File: src/rtl/automaton_frame_writer.sv
// Producer for the monochrome frame buffer: fills every row of the frame with an
// elementary cellular automaton, one 20-pixel word per cycle on RAM port A.
module automaton_frame_writer #(
    parameter int WORD_W        = 20,
    parameter int WORDS_PER_ROW = 64,
    parameter int ROWS          = 1024,
    parameter bit WRAP          = 1'b1
) (
    input  logic              clk108,
    input  logic              reset,
    input  logic              start,
    input  logic              pause,
    input  logic [7:0]        rule,
    input  logic [10:0]       seed_col,
    output logic [15:0]       address_a,
    output logic [WORD_W-1:0] data_a,
    output logic              wren_a,
    output logic              busy,
    output logic              done
);

    localparam int WB = $clog2(WORDS_PER_ROW);
    localparam int RB = $clog2(ROWS);
    localparam logic [WB-1:0] LAST_WORD = WB'(WORDS_PER_ROW - 1);
    localparam logic [RB-1:0] LAST_ROW  = RB'(ROWS - 1);

    typedef enum logic [1:0] {IDLE, SEED, GEN, DONE} state_t;

    state_t            state_r;
    logic [7:0]        rule_r;
    logic [10:0]       seed_r;
    logic [RB-1:0]     row_r;
    logic [WB-1:0]     word_r;
    logic              carry_r;
    logic              first_bit_r;
    logic [WORD_W-1:0] buf_r [WORDS_PER_ROW];

    logic [WORD_W-1:0] cur_old_s;
    logic [WORD_W-1:0] seed_word_s;
    logic [WORD_W-1:0] gen_word_s;
    logic              left_s;
    logic              right_s;

    // Row 0 word: only the pixel whose absolute column equals the seed is live.
    function automatic logic [WORD_W-1:0] seed_word(input logic [WB-1:0] w, input logic [10:0] col);
        logic [WORD_W-1:0] word;
        word = '0;
        for (int b = 0; b < WORD_W; b++) begin
            word[b] = ((int'(w) * WORD_W + b) == int'(col));
        end
        return word;
    endfunction

    // Next-generation word; ext holds {right neighbour, old word, left neighbour}.
    function automatic logic [WORD_W-1:0] next_word(input logic [7:0] rl, input logic [WORD_W-1:0] old,
                                                    input logic l, input logic r);
        logic [WORD_W+1:0] ext;
        logic [WORD_W-1:0] word;
        logic [2:0]        idx;
        ext  = {r, old, l};
        word = '0;
        for (int b = 0; b < WORD_W; b++) begin
            idx     = {ext[b], ext[b+1], ext[b+2]};
            word[b] = rl[idx];
        end
        return word;
    endfunction

    // Neighbour selection for the word currently being regenerated.
    always_comb begin
        cur_old_s = buf_r[word_r];
        left_s    = 1'b0;
        right_s   = 1'b0;
        if (word_r == '0) begin
            if (WRAP) begin
                left_s = buf_r[LAST_WORD][WORD_W-1];
            end else begin
                left_s = 1'b0;
            end
        end else begin
            left_s = carry_r;
        end
        if (word_r == LAST_WORD) begin
            if (WRAP) begin
                right_s = first_bit_r;
            end else begin
                right_s = 1'b0;
            end
        end else begin
            right_s = buf_r[word_r + WB'(1)][0];
        end
        seed_word_s = seed_word(word_r, seed_r);
        gen_word_s  = next_word(rule_r, cur_old_s, left_s, right_s);
    end

    // Frame sequencer: issues one registered RAM write per unpaused cycle.
    always_ff @(posedge clk108) begin
        if (reset) begin
            state_r     <= IDLE;
            rule_r      <= 8'd0;
            seed_r      <= 11'd0;
            row_r       <= '0;
            word_r      <= '0;
            carry_r     <= 1'b0;
            first_bit_r <= 1'b0;
            address_a   <= 16'd0;
            data_a      <= '0;
            wren_a      <= 1'b0;
            busy        <= 1'b0;
            done        <= 1'b0;
        end else begin
            case (state_r)
                IDLE: begin
                    done   <= 1'b0;
                    wren_a <= 1'b0;
                    if (start) begin
                        rule_r  <= rule;
                        seed_r  <= seed_col;
                        busy    <= 1'b1;
                        row_r   <= '0;
                        state_r <= SEED;
                        for (int i = 0; i < WORDS_PER_ROW; i++) begin
                            buf_r[i] <= '0;
                        end
                        // Word 0 goes out on the accept edge so the first write lands in the next cycle.
                        if (!pause) begin
                            address_a <= 16'd0;
                            data_a    <= seed_word('0, seed_col);
                            buf_r[0]  <= seed_word('0, seed_col);
                            wren_a    <= 1'b1;
                            word_r    <= WB'(1);
                        end else begin
                            word_r <= '0;
                        end
                    end
                end
                SEED: begin
                    if (pause) begin
                        wren_a <= 1'b0;
                    end else begin
                        address_a     <= 16'({row_r, word_r});
                        data_a        <= seed_word_s;
                        buf_r[word_r] <= seed_word_s;
                        wren_a        <= 1'b1;
                        if (word_r == LAST_WORD) begin
                            word_r  <= '0;
                            row_r   <= RB'(1);
                            state_r <= GEN;
                        end else begin
                            word_r <= word_r + WB'(1);
                        end
                    end
                end
                GEN: begin
                    if (pause) begin
                        wren_a <= 1'b0;
                    end else begin
                        address_a     <= 16'({row_r, word_r});
                        data_a        <= gen_word_s;
                        buf_r[word_r] <= gen_word_s;
                        wren_a        <= 1'b1;
                        carry_r       <= cur_old_s[WORD_W-1];
                        if (word_r == '0) begin
                            first_bit_r <= cur_old_s[0];
                        end
                        if (word_r == LAST_WORD) begin
                            word_r <= '0;
                            if (row_r == LAST_ROW) begin
                                state_r <= DONE;
                            end else begin
                                row_r <= row_r + RB'(1);
                            end
                        end else begin
                            word_r <= word_r + WB'(1);
                        end
                    end
                end
                DONE: begin
                    wren_a <= 1'b0;
                    if (!pause) begin
                        done      <= 1'b1;
                        busy      <= 1'b0;
                        address_a <= 16'd0;
                        state_r   <= IDLE;
                    end
                end
                default: begin
                    state_r <= IDLE;
                    wren_a  <= 1'b0;
                    busy    <= 1'b0;
                    done    <= 1'b0;
                end
            endcase
        end
    end

endmodule

File: config.mk
export PLATFORM = sky130hd
export DESIGN_NAME = automaton_frame_writer
export DESIGN_NICKNAME = d
export VERILOG_FILES = /design/src/rtl/automaton_frame_writer.sv
export SDC_FILE = /design/constraint.sdc
export NUM_CORES = 2
export LEC_CHECK = 0
export ABC_AREA = 0
export CORE_MARGIN = 3
export CORE_UTILIZATION = 50
export CTS_CLUSTER_SIZE = 40
export DETAILED_ROUTE_END_ITERATION = 16
export PLACE_DENSITY = 0.66
export SYNTH_ARGS = -nofsm -noshare
export SYNTH_HDL_FRONTEND = slang
export SYNTH_SLANG_ARGS = --single-unit
File: constraint.sdc
create_clock -name clk108 -period 6.3 [get_ports clk108]
set_input_delay 1.26 -clock clk108 [delete_from_list [all_inputs] [get_ports clk108]]
set_output_delay 1.26 -clock clk108 [all_outputs]
set_load 0.03 [all_outputs]
# Word level (Yosys, flattened, before mapping)

Memories as Yosys holds them, arrays and structs flattened. A register that Yosys moved wholly into a read port is not among the register bits.
Index checks and enable logic that the tools add are counted.
W data, S select, Z words.

Bits in registers: 78
Latch bits: 0
Memory bits (writable): 1,280
Memory bits (read-only): 0
Input port bits: 23
Output and inout bits: 39
Word-level logic and storage cells: 229
Memories: 1

Add/subtract/negate cells: 21
Multiply operators: 1
Div/mod/pow operators: 0
Order comparisons: 20
Equality and inequality tests: 54
Shift-type cells: 0
Multiplexer cells: 99
Bitwise gates (word level): 3
Reductions and logical operators: 18

Memories:

| memory | depth | width | rd ports | clocked after Yosys merged registers in | write ports | line | source |
|---|---|---|---|---|---|---|---|
| buf_r  | 64    | 20    | 3        | 1                                       | 64          | 36   | `logic [WORD_W-1:0] buf_r [WORDS_PER_ROW];` |

Operators with widths:

| kind                    | count |
|---|---|
| $eq A32 B12 Y1          | 19 |
| $add A32 B5 Y32 const B | 8 |
| $mux W20                | 7 |
| $add A32 B4 Y32 const B | 4 |
| $add A32 B6 Y32 const B | 3 |
| $eq A5 B11 Y1 const A   | 8 |
| $lt A3 B4 Y1 const B    | 20 |
| $add A32 B3 Y32 const B | 2 |
| $bmux W1 S3             | 20 |
| $mux W10                | 6 |
| $pmux W20 S3            | 1 |
| $mux W16                | 3 |
| $pmux W16 S3            | 1 |
| $eq A4 B11 Y1 const A   | 4 |
| $eq A6 B11 Y1 const A   | 4 |
| $mux W1                 | 42 |
| $mux W6                 | 6 |
| $add A32 B2 Y32 const B | 1 |
| $pmux W10 S3            | 1 |
| $eq A3 B11 Y1 const A   | 2 |
| $ne A2 B2 Y1 const B    | 10 |
| $reduce_or A20 Y1       | 1 |
| $mux W2                 | 7 |
| $reduce_and A7 Y1       | 2 |
| 25 further kinds        | 34 |

# Longest topological paths before layout

Word-level depth: 7
Gate-level depth with buffers: 17
Depth with buffers taken out: 12

# Least setup slack after synthesis

No wires, ideal clock.

Kind: reg-to-reg
Start: register word_r[0]
End: memory buf_r[29][19] (data pin)
Data arrival time: 4.173 ns
Data required time: 6.034 ns
Path slack: 1.861 ns
Cell stages (with the launch flop): 15
Clock period less this slack: 4.439 ns
Cell sequence: dfxtp_1 clkbuf_1 clkinv_1 ha_1 clkbuf_1 buf_2 mux4_2 mux2i_1 nand3_1 a32oi_1 mux4_2 mux2_2 a21oi_4 buf_6 nor2_1

RTL lines:

| what                   | line | source |
|---|---|---|
| from (decl)            | 33   | `logic [WB-1:0] word_r;` |
| from (signal assigned) | 150  | `word_r <= word_r + WB'(1);` |
| from (signal assigned) | 174  | `word_r <= word_r + WB'(1);` |
| to (decl)              | 36   |  |

==> results_dict.tcl <==
set metrics [dict create \
    worstPathMaxFanout 24 \
    end_kind "flop" \
    ant_nets 0 \
    dr.first_iter.drc_count 6210 \
    synth-adder-area-share_pct 0.388 \
    dp.final_hpwl_mm 121 \
    diodes 0 \
    firstDrtPassIters 6 \
    clockBufferDepth 3 \
    hold_violations 0 \
    initial_core_util_pct 50.8 \
    crit_arrival_ps 6070 \
    rr_worst_depth 12 \
    rr_startpoint "word_r[1]" \
    clkSinkCount 1364 \
    critPathRequiredTime_ps 6800 \
    synth_edf_count 1280 \
    synth_top_cell_area_share_pct 60.8 \
    fmax_ghz 0.180 \
    drv_cap 1 \
    cts.htree.levels 4 \
    skew_ps 36.9 \
    synth-seq-cells 1364 \
    cts_setup_buffers 0 \
    synth_top_family_by_area "multiplexers" \
    syn_avg_cell_area_um2 14.0 \
    hp-start "seed_r[7]" \
    die_area_um2 131000 \
    status "finished, violations left" \
    cts_buffers 142 \
    insertion_delay_ps 800 \
    antenna_found_initial 3 \
    hold_depth 2 \
    irDropWorstVdd_uv 203 \
    synthFlopType "edfxtp_1" \
    period_needed_ps 5570 \
    synthMuxAreaShare_pct 16.8 \
    grt_pass1_vias 39400 \
    cts_tree "done" \
    totalWireLength_mm 197 \
    crit_path_start_kind "flop" \
    rows 129 \
    finalCritPeriodShare_pct 88.4 \
    finalSetupViolations 0 \
    gr-usage-all-layers_pct 30.1 \
    syn_inst 4525 \
    gr-total-overflow 0 \
    holdWs_ps 463 \
    clk_pin_slew_worst_paths_ps 70 \
    ys_top_cells_by_area "edfxtp_1, mux4_2, nor2_1" \
    max-slew-margin-rel_pct -2.18 \
    total_power_mw 25.1 \
    core_um2 125000 \
    hold_class "reg2reg" \
    grt_pass1_wl_mm 284 \
    cts_root_buf "clkbuf_16" \
    gp_congestion 0.962 \
    grt_max_degree 72 \
    hold_buffers 0 \
    synthXorXnorAreaFrac_pct 0.368 \
    yosysUniqueCellTypes 92 \
    wl_per_cell_um 31.5 \
    fin_setup_tns_ps 0 \
    ctsResizeCount 0 \
    portBuffers 61 \
    async_reset_ff_share_pct 0 \
    tightest_slew_ps 1490 \
    syn_area_um2 63200 \
    power_density_nw_per_um2 361 \
    post_route_cells_drive_above_1_share_pct 18.3 \
    slew_viol_final 1 \
    io_pins 62 \
    via_per_inst 6.54 \
    violations "max-capacitance violations, max-slew violations" \
    r2r_setup_slack_ps 730 \
    crit_type "reg2reg" \
    areaGrowthSynthToFinish_pct 10.3 \
    p_leak_nw 22.1 \
    nets 4546 \
    rsz0062_at_grt "no" \
    route.detailed.drc 0 \
    synth.largest_area_cell "edfxtp_1" \
    yosysSeqAreaShare_pct 63.4 \
    synth-compound-area-share_pct 4.04 \
    synth_nets 4567 \
    whs_endpoint "seed_r[7]" \
    ys.warnings.count 0 \
    via_count 40900 \
    fp.dieW_um 362 \
    synthSimpleGateAreaFrac_pct 11.0 \
    worstReg2RegEnd "buf_r[0][19]" \
    dieHeight_um 362 \
]
==> metal layers <==
metal,GRT usage [%],vias to the layer above,wire length [um]
met5,0,-,23
met4,11.8,4,8330
met3,6.92,444,23800
met2,46.7,2800,91300
met1,41.8,20900,73200
li1,-,16700,-
==> cell type report <==
type | count | area, um^2
Inverter | 33 | 126
Timing Repair Buffer | 273 | 2500
Tap cell | 1637 | 2050
Multi-Input combinational cell | 2690 | 20700
Clock buffer | 184 | 3780
Sequential cell | 1364 | 40100
Clock inverter | 66 | 489
Fill cell | 9855 | 54900
==> report_power, final <==
group | switching, mW | total [mW] | internal, mW
Clock | 3.56 | 7.93 | 4.37
Sequential | 0.372 | 11.6 | 11.2
Combinational | 3.71 | 5.60 | 1.90
Total | 7.64 | 25.1 | 17.5
==> cell usage in the layout (no fill, tap or decap), types with 17 or more instances in the layout <==
| cell type | netlist | routed |
|---|---|---|
| a21oi_1 | 142 | 142 |
| buf_12 | 0 | 24 |
| buf_4 | 26 | 187 |
| clkbuf_1 | 202 | 37 |
| clkbuf_16 | 0 | 144 |
| clkdlybuf4s50_1 | 0 | 60 |
| clkinv_1 | 2 | 32 |
| clkinv_2 | 0 | 19 |
| dfxtp_1 | 84 | 79 |
| edfxtp_1 | 1280 | 1280 |
| ha_1 | 18 | 18 |
| inv_1 | 30 | 28 |
| mux2_2 | 20 | 20 |
| mux2i_1 | 131 | 131 |
| mux4_1 | 23 | 23 |
| mux4_2 | 374 | 374 |
| nand2_1 | 248 | 247 |
| nand3_1 | 39 | 38 |
| nor2_1 | 1287 | 1287 |
| nor2b_1 | 17 | 17 |
| nor3_1 | 20 | 18 |
| o211ai_1 | 18 | 18 |
| o21ai_0 | 38 | 38 |
==> worst max-delay path: stages (launching register included) <==
cell       delay, ps
dfxtp_1          680
inv_1            190
ha_1             810
mux4_2           580
nor2b_1          140
a2111oi_0        880
a2111oi_0        180
a32oi_1          420
mux4_1           360
mux2_2           320
a21oi_4          200
buf_4            350
o22ai_1          140
==> how the worst max path moves through the flow <==
stage,startpoint,to,slack [ps],depth (start not counted)
detailed placement,word_r[1],buf_r[0][19],1020,12
floorplan,word_r[0],buf_r[29][19],1860,14
global route,word_r[1],buf_r[0][19],600,12
CTS,word_r[1],buf_r[0][19],970,12
global placement,word_r[1],buf_r[0][19],1120,12
finish,word_r[1],buf_r[0][19],730,12
==> stage by stage <==
stage	area, um^2	cells	utilization [%]	setup WS [ps]
global placement	65500	5996	52.5	1120
detailed placement	65500	5997	52.5	1020
CTS	69700	6247	56.0	967
finish	69700	6247	56.0	732
global route	69700	6247	56.0	603
floorplan	63200	4525	-	1860
==> cells in the mapped netlist, drive strengths merged (14+ instances only) <==
library cell and number:
nor2 1296, edfxtp 1280, mux4 397, nand2 248
buf 218, clkbuf 204, a21oi 152, mux2i 135
dfxtp 84, nand3 39, o21ai 39, inv 31
mux2 20, nor3 20, ha 18, o211ai 18
nor2b 17, dlygate4sd1 16, o22ai 16, a22o 15
a31oi 15, xor2 15, a22oi 14, nor4 14
==> registers in the layout (all words and copies together) (netlist names), named ones only <==
signal / count
address_a: 16
rule_r: 8
carry_r: 1
buf_r: 1280
word_r: 6
busy: 1
first_bit_r: 1
state_r: 2
row_r: 10
seed_r: 11
wren_a: 1
data_a: 20
done: 1
==> cell families after synthesis <==
family                     after synthesis
DFF                                   1364
buffers and inverters                  471
AOI/OAI and AO/OA                      368
muxes                                  552
adders and majority gates               19
and+or+nand+nor                       1726
xor gates and xnor gates                25
No activity file was read; power rests on OpenSTA's default activity.
